## src/rtl/sha_msg_schedule_if.sv

```systemverilog
// Block-in / schedule-word-out bundle of the SHA-2 message scheduler.
// Handshake: a transfer happens on a rising clk edge where valid and ready are both high;
// a raised valid holds, with its payload stable, until that transfer (ready may do anything).
interface sha_msg_schedule_if #(parameter int WORD_W = 32);
  logic                   blk_valid;
  logic                   blk_ready;
  logic [16*WORD_W-1:0]   blk_data;
  logic                   w_valid;
  logic                   w_ready;
  logic [WORD_W-1:0]      w_data;
  logic [6:0]             w_index;
  logic                   w_last;
  logic                   busy;
  logic                   state_dbg;

  // Scheduler side.
  modport master (
    input  blk_valid, blk_data, w_ready,
    output blk_ready, w_valid, w_data, w_index, w_last, busy, state_dbg
  );

  // Block producer / word consumer side.
  modport slave (
    output blk_valid, blk_data, w_ready,
    input  blk_ready, w_valid, w_data, w_index, w_last, busy, state_dbg
  );
endinterface

```

## src/rtl/sha_msg_schedule.sv

```systemverilog
// SHA-256 / SHA-512 message schedule generator: takes one 16-word block and streams
// W[0..ROUNDS-1] using a 16-entry circular buffer, one word per accepted handshake.
module sha_msg_schedule #(
    parameter int WORD_W = 32,
    parameter int ROUNDS = 64
) (
    input  logic                 clk,
    input  logic                 rst,
    input  logic                 clr,
    sha_msg_schedule_if.master   bus
);

    if (!((WORD_W == 32 && ROUNDS == 64) || (WORD_W == 64 && ROUNDS == 80))) begin : g_bad_cfg
        $error("sha_msg_schedule: WORD_W/ROUNDS must be 32/64 or 64/80");
    end

    localparam int S0_A = (WORD_W == 64) ? 1  : 7;
    localparam int S0_B = (WORD_W == 64) ? 8  : 18;
    localparam int S0_C = (WORD_W == 64) ? 7  : 3;
    localparam int S1_A = (WORD_W == 64) ? 19 : 17;
    localparam int S1_B = (WORD_W == 64) ? 61 : 19;
    localparam int S1_C = (WORD_W == 64) ? 6  : 10;

    typedef enum logic {IDLE = 1'b0, RUN = 1'b1} state_e;

    state_e            state_q, state_d;
    logic [6:0]        t_q;
    logic [WORD_W-1:0] sched_q [16];
    logic              arm_q;
    logic              accept, fire, last_t;
    logic [3:0]        t_lo, i2, i7, i15;
    logic [WORD_W-1:0] w_word, w_new;

    function automatic logic [WORD_W-1:0] rotr(input logic [WORD_W-1:0] x, input int n);
        return (x >> n) | (x << (WORD_W - n));
    endfunction

    function automatic logic [WORD_W-1:0] sigma0(input logic [WORD_W-1:0] x);
        return rotr(x, S0_A) ^ rotr(x, S0_B) ^ (x >> S0_C);
    endfunction

    function automatic logic [WORD_W-1:0] sigma1(input logic [WORD_W-1:0] x);
        return rotr(x, S1_A) ^ rotr(x, S1_B) ^ (x >> S1_C);
    endfunction

    // arm_q keeps blk_ready low for one cycle after reset release and after each block.
    assign accept = (state_q == IDLE) && arm_q && bus.blk_valid && !clr;
    assign fire   = (state_q == RUN) && bus.w_ready && !clr;
    assign last_t = (t_q == 7'(ROUNDS - 1));

    // Circular-buffer taps: (t-15) mod 16 equals (t+1) mod 16.
    assign t_lo = t_q[3:0];
    assign i2   = t_lo - 4'd2;
    assign i7   = t_lo - 4'd7;
    assign i15  = t_lo + 4'd1;

    always_comb begin
        w_new  = sigma1(sched_q[i2]) + sched_q[i7] + sigma0(sched_q[i15]) + sched_q[t_lo];
        w_word = (t_q < 7'd16) ? sched_q[t_lo] : w_new;
    end

    always_ff @(posedge clk or posedge rst) begin
        if (rst) begin
            state_q <= IDLE;
        end else begin
            state_q <= state_d;
        end
    end

    always_comb begin
        state_d = state_q;
        if (clr) begin
            state_d = IDLE;
        end else begin
            case (state_q)
                IDLE:    if (accept) state_d = RUN;
                RUN:     if (fire && last_t) state_d = IDLE;
                default: state_d = IDLE;
            endcase
        end
    end

    always_comb begin
        bus.busy      = (state_q == RUN);
        bus.state_dbg = state_q;
        bus.w_valid   = (state_q == RUN);
        bus.blk_ready = (state_q == IDLE) && arm_q;
        bus.w_last    = (state_q == RUN) && last_t;
        bus.w_data    = (state_q == RUN) ? w_word : '0;
        bus.w_index   = (state_q == RUN) ? t_q : 7'd0;
    end

    always_ff @(posedge clk or posedge rst) begin
        if (rst) begin
            t_q   <= 7'd0;
            arm_q <= 1'b0;
            for (int i = 0; i < 16; i++) sched_q[i] <= '0;
        end else begin
            arm_q <= (state_q == IDLE) && !accept;
            if (clr) begin
                t_q <= 7'd0;
            end else if (accept) begin
                t_q <= 7'd0;
                for (int i = 0; i < 16; i++) sched_q[i] <= bus.blk_data[(15 - i) * WORD_W +: WORD_W];
            end else if (fire) begin
                // Slot t%16 held W[t-16], which no later word needs.
                if (t_q >= 7'd16) sched_q[t_lo] <= w_word;
                t_q <= last_t ? 7'd0 : t_q + 7'd1;
            end
        end
    end

endmodule

```

## src/flat_wrapper.sv

```systemverilog
// flat-port wrapper written by rule: the top's interface ports become plain ports
module sha_msg_schedule_flat 
#(
    parameter int WORD_W = 32,
    parameter int ROUNDS = 64
)
  (clk, rst, clr, bus_blk_valid, bus_blk_data, bus_w_ready, bus_blk_ready, bus_w_valid, bus_w_data, bus_w_index, bus_w_last, bus_busy, bus_state_dbg);
  sha_msg_schedule_if #(.WORD_W(WORD_W)) bus_i ();
  input  logic clk;
  input  logic rst;
  input  logic clr;
  input wire logic [$bits(bus_i.blk_valid)-1:0] bus_blk_valid;
  input wire logic [$bits(bus_i.blk_data)-1:0] bus_blk_data;
  input wire logic [$bits(bus_i.w_ready)-1:0] bus_w_ready;
  output wire logic [$bits(bus_i.blk_ready)-1:0] bus_blk_ready;
  output wire logic [$bits(bus_i.w_valid)-1:0] bus_w_valid;
  output wire logic [$bits(bus_i.w_data)-1:0] bus_w_data;
  output wire logic [$bits(bus_i.w_index)-1:0] bus_w_index;
  output wire logic [$bits(bus_i.w_last)-1:0] bus_w_last;
  output wire logic [$bits(bus_i.busy)-1:0] bus_busy;
  output wire logic [$bits(bus_i.state_dbg)-1:0] bus_state_dbg;
  assign bus_i.blk_valid = bus_blk_valid;
  assign bus_i.blk_data = bus_blk_data;
  assign bus_i.w_ready = bus_w_ready;
  assign bus_blk_ready = bus_i.blk_ready;
  assign bus_w_valid = bus_i.w_valid;
  assign bus_w_data = bus_i.w_data;
  assign bus_w_index = bus_i.w_index;
  assign bus_w_last = bus_i.w_last;
  assign bus_busy = bus_i.busy;
  assign bus_state_dbg = bus_i.state_dbg;
  sha_msg_schedule #(.WORD_W(WORD_W), .ROUNDS(ROUNDS)) u_core (.clk(clk), .rst(rst), .clr(clr), .bus(bus_i));
endmodule
```

## config.mk

```make
export PLATFORM = sky130hd
export DESIGN_NAME = sha_msg_schedule_flat
export DESIGN_NICKNAME = d
export VERILOG_FILES = /design/src/rtl/sha_msg_schedule_if.sv /design/src/rtl/sha_msg_schedule.sv /design/src/flat_wrapper.sv
export SDC_FILE = /design/constraint.sdc
export NUM_CORES = 2
export LEC_CHECK = 0
export BUFFER_PORTS_ARGS = -buffer_cell sky130_fd_sc_hd__buf_2
export CAP_MARGIN = 20
export CORE_MARGIN = 3
export CORE_UTILIZATION = 27
export DETAILED_ROUTE_END_ITERATION = 7
export PLACE_DENSITY = 0.44
export SLEW_MARGIN = 20
export SYNTH_ARGS = -nofsm -noshare
export SYNTH_HDL_FRONTEND = slang
export SYNTH_SLANG_ARGS = --single-unit
```

## constraint.sdc

```tcl
create_clock -name clk -period 21 [get_ports clk]
set_clock_uncertainty 0.05 [all_clocks]
set_input_delay 1.05 -clock clk [delete_from_list [all_inputs] [get_ports clk]]
set_output_delay 1.05 -clock clk [all_outputs]
set_load 0.02 [all_outputs]
```

==> summary.md <==
| Metric | Value |
|---|---|
| Vias per Instance | 6.231 |
| Placed insts | 5294 |
| Fin nets | 4121 |
| Synth Cell Area | 37850 um^2 |
| Status | complete, no violations |
| Crit path kind | reg -> out |
| Ports | 561 |
| # H-tree levels | 3 |
| Yosys warns | 0 |
| FF/Latch Area | 13050 um^2 |
| Number of I/O port buffers | 560 |
| Power density cells | 186.5 nW/um^2 |
| EDFF count, synth | 0 |
| Synthesized area per cell | 12.23 um^2 |
| Worst-margin pin slew | 1187 ps |
| Floorplan Core Area | 138300 um^2 |
| Clock Latency Late Sink | 690 ps |
| Final WL | 202600 um |
| Slowest cell on crit path | buf_4 |
| FP Rows | 136 |
| Relative slew slack | 20.67% |
| TritonRoute pass-1 iters | 6 |
| Util after Layout | 32.58% |
| Reg-to-reg setup timing slack | 11690 ps |
| Die Width | 380.4 um |
| Die Y | 380.4 um |
| Global-route wire length before repair | 280300 um |
| Setup crit end kind | output pin |
| Unique masters post-synth | 64 |
| Post-DP HPWL | 146200 um |
| Synth Register Bits | 521 |
| DRC violations left | 0 |
| Reg2reg start | u_core.t_q[1] |
| Initial core utilization | 27.36% |
| Setup Fix Bufs, Post-CTS | 0 |
| Worst-case clock buffer depth | 3 |
| Worst endpoint data arrival time | 9800 ps |
| FF-to-FF End | u_core.sched_q[473] |
| Critical path peak fanout | 108 |
| Largest net degree at the start of global routing | 148 |
| Final Setup Violations | 0 |
| Vias | 33810 |
| Async S/R FF share, synth | 100.0% |
| Critical Path RT | 19900 ps |
| Total of max-cap violations | 0 |
| Setup repair after global routing missed its margin | no |
| GP Congestion | 0.9216 |
| Final Cycle Share | 51.91% |
| WL per Instance | 37.35 um |
| Num CTS Buffers | 71 |
| Register area share after synthesis | 34.45% |
| Hold Buf Count CTS | 0 |
| Final hold violations | 0 |
| Grt ovf | 0 |
| CTS Root Cell | clkbuf_16 |
| Max incr delay on CP | 780 ps |
| Post-DRT Antenna Nets | 0 |
| Initial drt markers | 4107 |
| Crit path top cell by count | a21oi_1 |
| R2R cell count | 24 |
| Final cell count without fillers | 5425 |
| CP Launch Type | register |
| Worst Hold Slack | 401.2 ps |
| Synth Instances | 3094 |
| Peak VDD IR | 0.4145 mV |
| Post-Syn Nets | 3710 |
| CTS sink count | 521 |
| Fin crit period | 10900 ps |
| Multi-input gate area | 23190 um^2 |
| CTS tree | yes |
| Synth-to-layout area growth | 19.11% |
| Clock transition at path regs | 60 ps |
| Share of post-route cells with drive strength above 1 | 37.71% |
| Setup TNS | 0 ps |
| CP Cell Sequence | buf_4, buf_4, buf_12, mux4_1, mux4_2, xnor2_1, xnor2_1, fa_1, inv_1, fa_1, inv_1, ha_1, a21oi_1, o21ai_0, a31oi_1, o21ai_1, a21oi_1, o31ai_1, mux2i_1, o21ai_0, a21oi_1, buf_2 |
| Number of global-route vias before repair | 32900 |
| Max Slew Vio Count | 0 |
| Top_reg_cell synth | dfrtp_1 |
| Leak Pwr | 17.86 nW |
| GRT Overall Usage | 27.42% |
| Die area | 144700 um^2 |
| Initial antenna violation count | 16 |
| CTS resizes | 0 |
| Highest Clock Rate | 91.73 MHz |
| Hold Path Class | in -> async |
| Filler cells | 13940 |
==> stage by stage <==
| step | setup WS (ps) | area [um^2] | total power, mW |
|---|---|---|---|
| detailed placement | 10810 | 42640 | 7.013 |
| CTS | 10040 | 45060 | 8.358 |
| floorplan | 5345 | 37850 | 4.884 |
| finish | 10100 | 45080 | 8.406 |
| global route | 9512 | 45070 | 8.920 |
| global placement | 10930 | 42620 | 7.020 |
==> Yosys cell counts (3+ instances only) <==
cell / number / area share [%]
dfrtp_1: 521 / 34
o21ai_0: 498 / 6.6
mux4_2: 495 / 29
a22oi_1: 487 / 9.7
clkbuf_1: 210 / 2.1
xnor2_1: 121 / 2.8
inv_1: 114 / 1.1
nand2_1: 71 / 0.70
buf_2: 69 / 0.91
a21oi_1: 66 / 0.87
fa_1: 62 / 3.3
nor2_1: 61 / 0.60
ha_1: 37 / 1.2
xor2_1: 24 / 0.56
buf_1: 21 / 0.21
and3_1: 20 / 0.33
a221o_1: 17 / 0.45
nor3_1: 15 / 0.20
o21ai_1: 15 / 0.20
buf_4: 14 / 0.28
mux4_1: 14 / 0.97
o21ai_2: 13 / 0.30
buf_6: 12 / 0.36
nand3_1: 12 / 0.16
a21o_1: 11 / 0.22
and2_1: 8 / 0.13
o21bai_1: 8 / 0.16
o22ai_1: 7 / 0.12
a31oi_1: 6 / 0.099
nand2b_1: 6 / 0.099
or3_1: 6 / 0.099
a21boi_0: 4 / 0.079
o21a_1: 4 / 0.079
o31ai_1: 4 / 0.079
nand4_1: 3 / 0.050
==> layer usage <==
| layer | track usage, % | part of all wire, % | vias to the layer above |
|---|---|---|---|
| li1 | - | - | 13200 |
| met5 | 0 | 0.030 | - |
| met3 | 7.394 | 10 | 306 |
| met1 | 38.00 | 42 | 18080 |
| met2 | 40.67 | 44 | 2213 |
| met4 | 10.79 | 4.2 | 10 |
==> layout make-up <==
type	instances	area share, %
multi-input combinational	2130	51.44
sequential	521	28.94
timing repair buffer	666	8.074
tap	1863	5.171
clock buffer	100	4.610
inverter	115	0.9743
clock inverter	27	0.7661
antenna	3	0.01665
==> report_power, final <==
| group | switching (mW) | internal, mW | leakage [nW] |
|---|---|---|---|
| Sequential | 0.318 | 1.24 | 6.47 |
| Clock | 0.524 | 0.777 | 1.19 |
| Combinational | 3.63 | 1.91 | 10.2 |
| Total | 4.47 | 3.93 | 17.9 |
==> worst max-delay path: cells and delay by family, from the launching register on <==
kind,cells,cell delay (ps)
muxes,3,1570
AOI/OAI and AO/OA,8,2580
adders and majority gates,3,1310
xor gates and xnor gates,2,350
DFF,1,770
buffers and inverters,6,2250
==> cell usage in the layout (no fill, tap or decap), types with 12 or more instances in the layout <==
cell and instances:
nand2_1 60, inv_1 112, clkbuf_1 12, o21ai_2 13, nor3_1 14, a22oi_1 487, clkbuf_16 73, dfrtp_1 518
and3_1 20, clkbuf_8 15, mux4_1 14, fa_1 62, o21ai_0 498, a21oi_4 15, xnor2_1 121, buf_4 102
nor2_1 59, xor2_1 19, ha_1 35, o21ai_1 15, buf_2 560, a21oi_1 51, mux4_2 495, a221o_1 17
==> cell families (layout without fill, tap and decap cells) <==
family / Yosys count / count (layout) / synth area share, %
AO/OA/AOI/OAI: 1156 / 1156 / 19.26
XOR/XNOR: 148 / 148 / 3.544
adder cells (fa/ha/maj): 99 / 99 / 4.503
buffers and inverters: 443 / 908 / 5.052
flip-flops: 521 / 521 / 34.45
multiplexers: 513 / 513 / 30.58
other: 0 / 3 / 0
AND/OR/NAND/NOR: 214 / 214 / 2.605
==> sequential cells by signal (all words and copies together), names as in the netlist <==
signal / flops
u_core.t_q: 7
u_core.arm_q: 1
u_core.sched_q: 512
u_core.bus.busy: 1
==> how the worst max path moves through the flow <==
| stage | endpoint | startpoint | slack [ps] |
|---|---|---|---|
| floorplan | u_core.arm_q | rst | 5340 |
| global placement | bus_w_data[30] | u_core.t_q[0] | 10930 |
| detailed placement | bus_w_data[30] | u_core.t_q[0] | 10810 |
| CTS | bus_w_data[30] | u_core.t_q[0] | 10040 |
| global route | bus_w_data[30] | u_core.t_q[0] | 9510 |
| finish | bus_w_data[30] | u_core.t_q[0] | 10100 |
No activity file was read; power rests on OpenSTA's default activity.
